[src/rtl/cache_pkg.sv]
// cache_pkg: shared definitions for the eviction/fill controller.
//   - evict_state_e : controller state encoding
//   - *_DEF         : default geometry (32-bit address, 128-bit line, 32-bit bus)
//   - BEATS/BEAT_W  : bus beats per line and beat-index width for the defaults
//   - beat_lsb()    : bit position of beat k inside a line (also yields byte offsets)
package cache_pkg;

    localparam int unsigned ADDR_BITS_DEF = 32;
    localparam int unsigned LINE_BITS_DEF = 128;
    localparam int unsigned BUS_BITS_DEF  = 32;
    localparam int unsigned BEATS         = LINE_BITS_DEF / BUS_BITS_DEF;
    localparam int unsigned BEAT_W        = (BEATS > 1) ? $clog2(BEATS) : 1;

    typedef enum logic [2:0] {
        ST_IDLE     = 3'd0,
        ST_CHECK    = 3'd1,
        ST_WB       = 3'd2,
        ST_FILL_REQ = 3'd3,
        ST_FILL_RSP = 3'd4,
        ST_DONE     = 3'd5
    } evict_state_e;

    // Lowest bit of beat idx within a line for a bus of bus_bits width.
    function automatic int unsigned beat_lsb(input int unsigned idx, input int unsigned bus_bits);
        return idx * bus_bits;
    endfunction

endpackage

[src/rtl/cache_line_serdes.sv]
// cache_line_serdes: line-wide buffer that either parallel-loads a whole line
// or shifts one bus beat per step. Shifting moves data toward the low end and
// inserts shift_in at the top, so:
//   - after a load, beat_out presents beats low word first as it shifts;
//   - after BEATS shifts of incoming data, the first beat sits in slice 0.
// Ports: clk, rst (async, active-high), load_en/load_line, shift_en/shift_in,
//        line_q (whole buffer), beat_out (lowest beat).
module cache_line_serdes #(
    parameter int unsigned LINE_BITS = 128,
    parameter int unsigned BUS_BITS  = 32
) (
    input  logic                 clk,
    input  logic                 rst,
    input  logic                 load_en,
    input  logic [LINE_BITS-1:0] load_line,
    input  logic                 shift_en,
    input  logic [BUS_BITS-1:0]  shift_in,
    output logic [LINE_BITS-1:0] line_q,
    output logic [BUS_BITS-1:0]  beat_out
);

    logic [LINE_BITS-1:0] line_d;

    // Next buffer contents: load wins over shift.
    always_comb begin
        line_d = line_q;
        if (load_en) begin
            line_d = load_line;
        end else if (shift_en) begin
            line_d = {shift_in, line_q[LINE_BITS-1:BUS_BITS]};
        end else begin
            line_d = line_q;
        end
    end

    // Buffer register.
    always_ff @(posedge clk or posedge rst) begin
        if (rst) begin
            line_q <= {LINE_BITS{1'b0}};
        end else begin
            line_q <= line_d;
        end
    end

    assign beat_out = line_q[BUS_BITS-1:0];

endmodule

[src/rtl/cache_evict_ctrl.sv]
// cache_evict_ctrl: per-set eviction and refill controller.
// On evict_req it waits out a pending commit (line_ptc), writes a valid+dirty
// victim back beat by beat, issues one line read for the refill address, and
// assembles the returned beats into fill_data.
// Ports:
//   evict_req, victim_addr, fill_addr        : request from the set logic
//   line_v/line_d/line_ptc, line_data        : live victim state and data
//   evict_busy, fsm_extract, fsm_wb, fsm_enable : status/strobes to line FSM
//   mem_req_* / mem_rsp_*                    : memory request/response bus
//   fill_valid, fill_data                    : completed refill line
module cache_evict_ctrl
    import cache_pkg::*;
#(
    parameter int unsigned ADDR_BITS = ADDR_BITS_DEF,
    parameter int unsigned LINE_BITS = LINE_BITS_DEF,
    parameter int unsigned BUS_BITS  = BUS_BITS_DEF
) (
    input  logic                 clk,
    input  logic                 rst,
    input  logic                 evict_req,
    input  logic [ADDR_BITS-1:0] victim_addr,
    input  logic [ADDR_BITS-1:0] fill_addr,
    input  logic                 line_v,
    input  logic                 line_d,
    input  logic                 line_ptc,
    input  logic [LINE_BITS-1:0] line_data,
    output logic                 evict_busy,
    output logic                 fsm_extract,
    output logic                 fsm_wb,
    output logic                 fsm_enable,
    output logic                 mem_req_valid,
    input  logic                 mem_req_ready,
    output logic                 mem_req_we,
    output logic [ADDR_BITS-1:0] mem_req_addr,
    output logic [BUS_BITS-1:0]  mem_req_wdata,
    input  logic                 mem_rsp_valid,
    input  logic [BUS_BITS-1:0]  mem_rsp_rdata,
    output logic                 fill_valid,
    output logic [LINE_BITS-1:0] fill_data
);

    localparam int unsigned NBEATS = LINE_BITS / BUS_BITS;
    localparam int unsigned IDX_W  = (NBEATS > 1) ? $clog2(NBEATS) : 1;

    evict_state_e         state_q, state_d;
    logic [ADDR_BITS-1:0] victim_addr_q, victim_addr_d;
    logic [ADDR_BITS-1:0] fill_addr_q, fill_addr_d;
    logic [IDX_W-1:0]     beat_q, beat_d;
    logic                 fsm_extract_q, fsm_extract_d;
    logic                 fsm_wb_q, fsm_wb_d;
    logic                 fsm_enable_q, fsm_enable_d;
    logic                 fill_valid_q, fill_valid_d;

    logic                 ser_load;
    logic                 ser_shift;
    logic [BUS_BITS-1:0]  ser_in;
    logic [LINE_BITS-1:0] ser_line;
    logic [BUS_BITS-1:0]  ser_beat;
    logic                 req_fire;
    logic                 last_beat;
    logic                 wb_active;
    logic [ADDR_BITS-1:0] beat_off;

    cache_line_serdes #(
        .LINE_BITS (LINE_BITS),
        .BUS_BITS  (BUS_BITS)
    ) u_serdes (
        .clk       (clk),
        .rst       (rst),
        .load_en   (ser_load),
        .load_line (line_data),
        .shift_en  (ser_shift),
        .shift_in  (ser_in),
        .line_q    (ser_line),
        .beat_out  (ser_beat)
    );

    // WB keeps one tail cycle after the last beat (fsm_wb high) with no request.
    assign wb_active = (state_q == ST_WB) && !fsm_wb_q;
    assign req_fire  = mem_req_valid && mem_req_ready;
    assign last_beat = (beat_q == IDX_W'(NBEATS - 1));
    assign beat_off  = ADDR_BITS'(beat_lsb(32'(beat_q), BUS_BITS) / 32'd8);

    // Next-state, beat counter and strobe computation.
    always_comb begin
        state_d       = state_q;
        victim_addr_d = victim_addr_q;
        fill_addr_d   = fill_addr_q;
        beat_d        = beat_q;
        fsm_extract_d = 1'b0;
        fsm_wb_d      = 1'b0;
        fill_valid_d  = 1'b0;
        ser_load      = 1'b0;
        ser_shift     = 1'b0;
        ser_in        = mem_rsp_rdata;
        case (state_q)
            ST_IDLE: begin
                if (evict_req) begin
                    victim_addr_d = victim_addr;
                    fill_addr_d   = fill_addr;
                    beat_d        = {IDX_W{1'b0}};
                    state_d       = ST_CHECK;
                end else begin
                    state_d = ST_IDLE;
                end
            end
            ST_CHECK: begin
                // A pending commit freezes the decision; once it drops the
                // same cycle's V/D bits choose the path.
                if (line_ptc) begin
                    state_d = ST_CHECK;
                end else if (line_v && line_d) begin
                    ser_load      = 1'b1;
                    fsm_extract_d = 1'b1;
                    beat_d        = {IDX_W{1'b0}};
                    state_d       = ST_WB;
                end else begin
                    beat_d  = {IDX_W{1'b0}};
                    state_d = ST_FILL_REQ;
                end
            end
            ST_WB: begin
                if (fsm_wb_q) begin
                    beat_d  = {IDX_W{1'b0}};
                    state_d = ST_FILL_REQ;
                end else if (req_fire) begin
                    ser_shift = 1'b1;
                    ser_in    = {BUS_BITS{1'b0}};
                    if (last_beat) begin
                        fsm_wb_d = 1'b1;
                        beat_d   = {IDX_W{1'b0}};
                    end else begin
                        beat_d = beat_q + 1'b1;
                    end
                end else begin
                    state_d = ST_WB;
                end
            end
            ST_FILL_REQ: begin
                if (mem_req_ready) begin
                    beat_d  = {IDX_W{1'b0}};
                    state_d = ST_FILL_RSP;
                end else begin
                    state_d = ST_FILL_REQ;
                end
            end
            ST_FILL_RSP: begin
                if (mem_rsp_valid) begin
                    ser_shift = 1'b1;
                    if (last_beat) begin
                        fill_valid_d = 1'b1;
                        beat_d       = {IDX_W{1'b0}};
                        state_d      = ST_DONE;
                    end else begin
                        beat_d = beat_q + 1'b1;
                    end
                end else begin
                    state_d = ST_FILL_RSP;
                end
            end
            ST_DONE: begin
                state_d = ST_IDLE;
            end
            default: begin
                state_d = ST_IDLE;
            end
        endcase
        fsm_enable_d = fsm_extract_d || fsm_wb_d;
    end

    // State, latched addresses, beat counter and registered strobes.
    always_ff @(posedge clk or posedge rst) begin
        if (rst) begin
            state_q       <= ST_IDLE;
            victim_addr_q <= {ADDR_BITS{1'b0}};
            fill_addr_q   <= {ADDR_BITS{1'b0}};
            beat_q        <= {IDX_W{1'b0}};
            fsm_extract_q <= 1'b0;
            fsm_wb_q      <= 1'b0;
            fsm_enable_q  <= 1'b0;
            fill_valid_q  <= 1'b0;
        end else begin
            state_q       <= state_d;
            victim_addr_q <= victim_addr_d;
            fill_addr_q   <= fill_addr_d;
            beat_q        <= beat_d;
            fsm_extract_q <= fsm_extract_d;
            fsm_wb_q      <= fsm_wb_d;
            fsm_enable_q  <= fsm_enable_d;
            fill_valid_q  <= fill_valid_d;
        end
    end

    // Memory request decode; depends only on registered state so it holds
    // steady until accepted.
    always_comb begin
        mem_req_addr = {ADDR_BITS{1'b0}};
        case (state_q)
            ST_WB: begin
                if (wb_active) begin
                    mem_req_addr = victim_addr_q + beat_off;
                end else begin
                    mem_req_addr = {ADDR_BITS{1'b0}};
                end
            end
            ST_FILL_REQ: begin
                mem_req_addr = fill_addr_q;
            end
            default: begin
                mem_req_addr = {ADDR_BITS{1'b0}};
            end
        endcase
    end

    assign mem_req_valid = wb_active || (state_q == ST_FILL_REQ);
    assign mem_req_we    = wb_active;
    assign mem_req_wdata = wb_active ? ser_beat : {BUS_BITS{1'b0}};
    assign evict_busy    = (state_q != ST_IDLE);
    assign fsm_extract   = fsm_extract_q;
    assign fsm_wb        = fsm_wb_q;
    assign fsm_enable    = fsm_enable_q;
    assign fill_valid    = fill_valid_q;
    assign fill_data     = ser_line;

endmodule

[config.mk]
export PLATFORM = sky130hd
export DESIGN_NAME = cache_evict_ctrl
export DESIGN_NICKNAME = d
export VERILOG_FILES = /design/src/rtl/cache_pkg.sv /design/src/rtl/cache_line_serdes.sv /design/src/rtl/cache_evict_ctrl.sv
export SDC_FILE = /design/constraint.sdc
export NUM_CORES = 1
export LEC_CHECK = 0
export BUFFER_PORTS_ARGS = -buffer_cell sky130_fd_sc_hd__buf_2
export CAP_MARGIN = 20
export CORE_AREA = 2 2 165 167
export CTS_BUF_LIST = sky130_fd_sc_hd__clkbuf_16
export DETAILED_ROUTE_END_ITERATION = 16
export DIE_AREA = 0 0 167 169
export GPL_TIMING_DRIVEN = 0
export HOLD_SLACK_MARGIN = 0.03
export PLACE_DENSITY_LB_ADDON = 0.3
export SETUP_SLACK_MARGIN = 0.02
export SYNTH_ARGS = -nofsm -noshare
export SYNTH_HDL_FRONTEND = slang
export SYNTH_SLANG_ARGS = --single-unit
[constraint.sdc]
create_clock -name clk -period 9.3 [get_ports clk]
set_input_delay 0.465 -clock clk [delete_from_list [all_inputs] [get_ports clk]]
set_output_delay 0.465 -clock clk [all_outputs]
set_load 0.02 [all_outputs]
==> impl_metrics.yaml, run 1 <==
clocking:
  path_clk_slew_ns: 0.06
  root_buffer: "clkbuf_16"
  cts_setup_buffers: 0
  cts_buffers: 24
  clockBufferDepth: 3
  tritoncts: "built"
  cts-resized-gates: 0
  htreeDepth: 1
  insertion_delay_ns: 0.51
  cts_sinks: 201
  hold_buffers: 0
grt:
  grt_pass1_wl_mm: 52.7
  track_usage: 0.240
  overflow: 0
  antenna_found_initial: 6
  grt_pass1_vias: 9009
  grt_max_degree: 119
critical_path:
  critPathSlowestCell: "clkbuf_1"
  cpMostUsedCell: "clkbuf_1"
  worstSetupEndpointType: "primary output"
  critical_path.max_stage_delay_ns: 0.62
  worst-setup-path-type: "reg -> out"
  startpoint_type: "register"
  r2r_setup_slack_ns: 6.53
  critPathMaxFanout: 10
  arrival_ns: 3.08
  critPathBufInv: 5
  crit_chain: "clkbuf_1 > or3_1 > inv_2 > clkbuf_1 > clkbuf_1 > and2_1 > buf_2"
  cpLargestDelayFamily: "buffers and inverters"
  worstPathRequired_ns: 8.84
detailed_routing:
  totalWireLength_mm: 35.2
  vias: 9105
  drt_iter0_drc: 612
  wl_per_cell_um: 20.0
  drc_errors: 0
  postRouteAntennaNets: 0
  via_per_inst: 5.18
  dr.pass1.iters: 8
sta:
  whs_ns: 0.0166
  slew_viol_final: 0
  setup_ws_ns: 5.76
  final.period_utilization: 0.381
  tns_ns: 0
  slew_headroom: 0.332
  worstMarginPinSlew_ns: 0.994
  hold_violations: 0
  max_freq_ghz: 0.282
  skew_ns: 0.00611
  rsz0062_at_grt: "no"
  setup_viol: 0
  post-route-min-period_ns: 3.54
logic_synthesis:
  yosys_warnings: 0
  netlist_area_um2: 9370
  synth_area_leaders: "dfrtp_1, nand2_1, mux2_2"
  syn_nets: 1172
  seq_area_frac_synth: 0.537
  synth-seq-cells: 201
  yosysTopAreaCell: "dfrtp_1"
  synth.top_cell.area_share: 0.537
  synth.distinct_cells: 44
  syn_avg_cell_area_um2: 10.0
  synthCells: 936
floorplanning:
  die_h_um: 169
  die_w_um: 167
  core_area_um2: 26500
  num_io_pins: 431
  rows: 60
  dieArea_um2: 28200
  initial_utilization: 0.354
finish:
  fin_util: 0.483
  layout_common_cells: "buf_2, dfrtp_1, nand2_1, nor2_1, nand3_1"
  final_cells: 1757
  layout_commonest_cell: "buf_2"
  final_area_um2: 12800
  area_growth_pct: 36.7
  drive_gt1_frac: 0.370
  finish.net_count: 1629
place:
  placed_cells: 1708
  hpwl_mm: 27.4
  gp_congestion: 0.948
  dpl_cell_area_um2: 12000
  port_buffers: 430
  pre_cts_slack_ns: 6.30
run_status:
  outcome: "completed"
power:
  total_power_mw: 4.62
  ir_worst_vdd_v: 0.000181
  p_leak_nw: 6.56
  power_density_nw_per_um2: 361
hold_path:
  hold_class: "in -> async"
job:
  drv_cap: 0
==> cell type report <==
cell class / count / area [um^2]
well taps: 341 / 427
diodes: 7 / 17.5
clock buffers: 25 / 626
repair buffers: 431 / 2180
fillers: 2562 / 13700
inverters: 11 / 48.8
flip-flops and latches: 201 / 5030
plain buffers: 66 / 263
multi-input cells: 658 / 4040
clock inverters: 17 / 180
==> state kept, by name, summed over array words and instances (netlist names) <==
signal	cells
fsm_enable	1
fill_addr_q	32
state_q	3
fsm_wb	1
fsm_extract	1
fill_valid	1
victim_addr_q	32
u_serdes.line_q	128
beat_q	2
==> cells by family after synthesis <==
kind of cell,share of synthesized area
compound gates,0.119
xor+xnor,0.0262
fa+ha+maj,0.00614
buf+inv,0.0324
flops,0.537
mux,0.0757
simple gates,0.203
==> where the power goes <==
part	internal, mW	switching, mW	total, mW
combinational	0.756	1.23	1.99
sequential	1.28	0.386	1.67
clock	0.594	0.372	0.967
total	2.63	1.99	4.62
==> routing by layer <==
metal,vias up,routed length (um),track usage
li1,4229,-,-
met1,4379,14500,0.314
met2,432,16800,0.395
met3,65,2920,0.0561
met4,0,981,0.0783
met5,-,0,0
==> worst reg2reg max path: stages, from the launching register on <==
cell      delay, ns
dfrtp_1        0.33
clkbuf_1       0.30
nand4b_1       0.48
inv_2          0.24
a211oi_2       0.62
clkbuf_1       0.49
a221o_1        0.24
==> synth_stat cells <==
master / n
dfrtp_1: 201
nand2_1: 172
nor2_1: 80
nand3_1: 57
clkbuf_1: 44
a22oi_1: 42
and3_1: 34
and2_1: 33
o22ai_1: 33
a221o_1: 32
mux2_2: 32
mux2_1: 31
o21ai_1: 20
xnor2_1: 15
xor2_1: 13
buf_2: 12
o21ai_0: 12
buf_1: 10
inv_1: 9
nand4_1: 6
a21oi_1: 5
a22o_1: 5
and4_1: 4
nor4_2: 4
ha_1: 3
nand2b_1: 3
a31oi_1: 2
inv_2: 2
nand3b_1: 2
nor3_1: 2
or2_2: 2
or3_1: 2
a211oi_1: 1
a211oi_2: 1
a21boi_0: 1
a21o_1: 1
fa_1: 1
nand4_2: 1
nand4b_1: 1
nand4bb_1: 1
nor2b_1: 1
nor3b_2: 1
nor4_1: 1
or4_1: 1
==> worst paths after layout <==
check | start | end | cells past startpoint
min in group clk | line_data[68] | u_serdes.line_q[68]$_DFFE_PP0P_ | 3
setup reg to reg | state_q[2]$_DFFE_PP0P_ | u_serdes.line_q[110]$_DFFE_PP0P_ | 6
max in group asynchronous | rst | u_serdes.line_q[43]$_DFFE_PP0P_ | 3
setup / recovery | state_q[0]$_DFFE_PP0P_ | mem_req_wdata[14] | 7
hold reg to reg | fill_addr_q[6]$_DFFE_PP0P_ | fill_addr_q[6]$_DFFE_PP0P_ | 1
hold / removal | rst | u_serdes.line_q[31]$_DFFE_PP0P_ | 2
Power figures use the tool's default switching activity.
==> inputs of run 2 (changes only) <==
- CORE_AREA: 2 2 165 167 -> 2 2 167 169
- DIE_AREA: 0 0 167 169 -> 0 0 169 171
- clock period: 9.3 -> 3.7 ns (I/O delays scaled with it)
==> impl_metrics.yaml, run 2 (synthesis gave the netlist of run 1 again) <==
clocking:
  clockBufferDepth: 3
  insertion_delay_ns: 0.51
  cts_setup_buffers: 0
  tritoncts: "built"
  cts_buffers: 24
  root_buffer: "clkbuf_16"
  path_clk_slew_ns: 0.06
  htreeDepth: 1
  cts_sinks: 201
power:
  ir_worst_vdd_v: 0.000406
  power_density_nw_per_um2: 790
  total_power_mw: 11.9
  p_leak_nw: 7.52
finish:
  layout_common_cells: "buf_2, dlygate4sd3_1, dfrtp_1, nand2_1, nor2_1"
  top_register: "u_serdes.line_q"
  seq_area_um2: 5030
  multi_input_comb_area_um2: 4040
  area_growth_pct: 60.7
  layout_commonest_cell: "buf_2"
  largestRegisters: "u_serdes.line_q (128), fill_addr_q (32), victim_addr_q (32)"
  finish.net_count: 1862
  drive_gt1_frac: 0.318
  largest_register_ffs: 128
  fillers: 2394
floorplanning:
  rows: 61
  die_h_um: 171
  core_area_um2: 27300
  initial_utilization: 0.343
  dieArea_um2: 28900
  die_w_um: 169
  num_io_pins: 431
sta:
  rsz0062_at_grt: "no"
  setup_viol: 0
  slew_viol_final: 0
  skew_ns: 0.0106
  final.period_utilization: 0.907
  hold_violations: 0
  slew_headroom: 0.364
  worstMarginPinSlew_ns: 0.945
  max_freq_ghz: 0.298
  tns_ns: 0
  setup_ws_ns: 0.346
  post-route-min-period_ns: 3.35
critical_path:
  critical_path.max_stage_delay_ns: 0.70
  worstSetupEndpointType: "primary output"
  worst-setup-path-type: "reg -> out"
  r2r_cells: 7
  cpMostUsedCell: "clkbuf_1"
  arrival_ns: 3.17
  crit_chain: "clkbuf_1 > or3_1 > inv_2 > clkbuf_1 > clkbuf_1 > and2_1 > buf_2"
  r2r_setup_slack_ns: 0.44
  critPathMaxFanout: 10
  r2r_start: "state_q[2]$_DFFE_PP0P_"
  critPathSlowestCell: "clkbuf_1"
  startpoint_type: "register"
  worstPathRequired_ns: 3.51
  r2r_end: "u_serdes.line_q[119]$_DFFE_PP0P_"
place:
  port_buffers: 430
  gp_congestion: 0.873
  hpwl_mm: 28.1
  pre_cts_slack_ns: 0.785
detailed_routing:
  postRouteAntennaNets: 0
  wl_per_cell_um: 19.5
  drc_errors: 0
  totalWireLength_mm: 38.7
  vias: 10100
  via_per_inst: 5.09
  drt_iter0_drc: 649
  dr.pass1.iters: 6
grt:
  grt_pass1_wl_mm: 57.8
  antenna_found_initial: 1
  overflow: 0
  grt_pass1_vias: 10200
  track_usage: 0.260
  grt_max_degree: 43
run_status:
  outcome: "completed"
hold_path:
  hold_class: "in -> async"
job:
  drv_cap: 0
==> run 2: worst max-delay path: cells and delay by family (launching register included) <==
family                 cells  cell delay [ns]
and+or+nand+nor            2             0.65
buffers and inverters      5             1.65
DFF                        1             0.37
==> run 2: worst max-delay path by stage <==
stage / startpoint / end / slack, ns / cells after the start
finish: state_q[0]$_DFFE_PP0P_ / mem_req_wdata[19] / 0.35 / 7
global route: state_q[0]$_DFFE_PP0P_ / mem_req_wdata[16] / 0.11 / 7
CTS: state_q[0]$_DFFE_PP0P_ / mem_req_wdata[19] / 0.23 / 7
detailed placement: state_q[0]$_DFFE_PP0P_ / mem_req_wdata[19] / 0.78 / 7
global placement: rst / u_serdes.line_q[45]$_DFFE_PP0P_ / -0.45 / 2
floorplan: rst / beat_q[0]$_DFFE_PP0P_ / 0.91 / 1
==> run 2: layout make-up <==
cell class	instances	area share
Buffer	66	0.0175
Clock buffer	25	0.0416
Timing Repair Buffer	664	0.302
Inverter	11	0.00299
Multi-Input combinational cell	658	0.268
Clock inverter	15	0.00482
Tap cell	346	0.0288
Antenna cell	2	0.000332
Sequential cell	201	0.334
==> run 2: report_power, final <==
group          switching [mW]  internal [mW]  leakage, nW
combinational            3.23           2.31         4.70
clock                   0.931           1.21        0.354
sequential              0.996           3.22         2.47
total                    5.16           6.74         7.52
==> run 2: per-layer routing <==
layer / track usage / vias up / part of all wire
met5: 0 / - / 0
met4: 0.0806 / 0 / 0.029
met3: 0.0534 / 76 / 0.080
met2: 0.442 / 480 / 0.48
met1: 0.333 / 4870 / 0.41
li1: - / 4683 / -
==> run 2: timing repair <==
action                                 CTS  global route
gates resized for setup                  0             0
setup endpoints to repair                0             0
endpoints found under the hold margin  223             0
hold buffers                           229             0
==> run 2: per-stage QoR <==
step           utilization  area, um^2  hold WS (ns)  instances
4_1_cts              0.551       15100         0.235       1986
2_1_floorplan            -        9380         0.301        936
3_3_place_gp         0.438       12000         0.389       1712
5_1_grt              0.551       15100         0.273       1987
6_report             0.551       15100         0.230       1988
3_5_place_dp         0.441       12100         0.228       1717
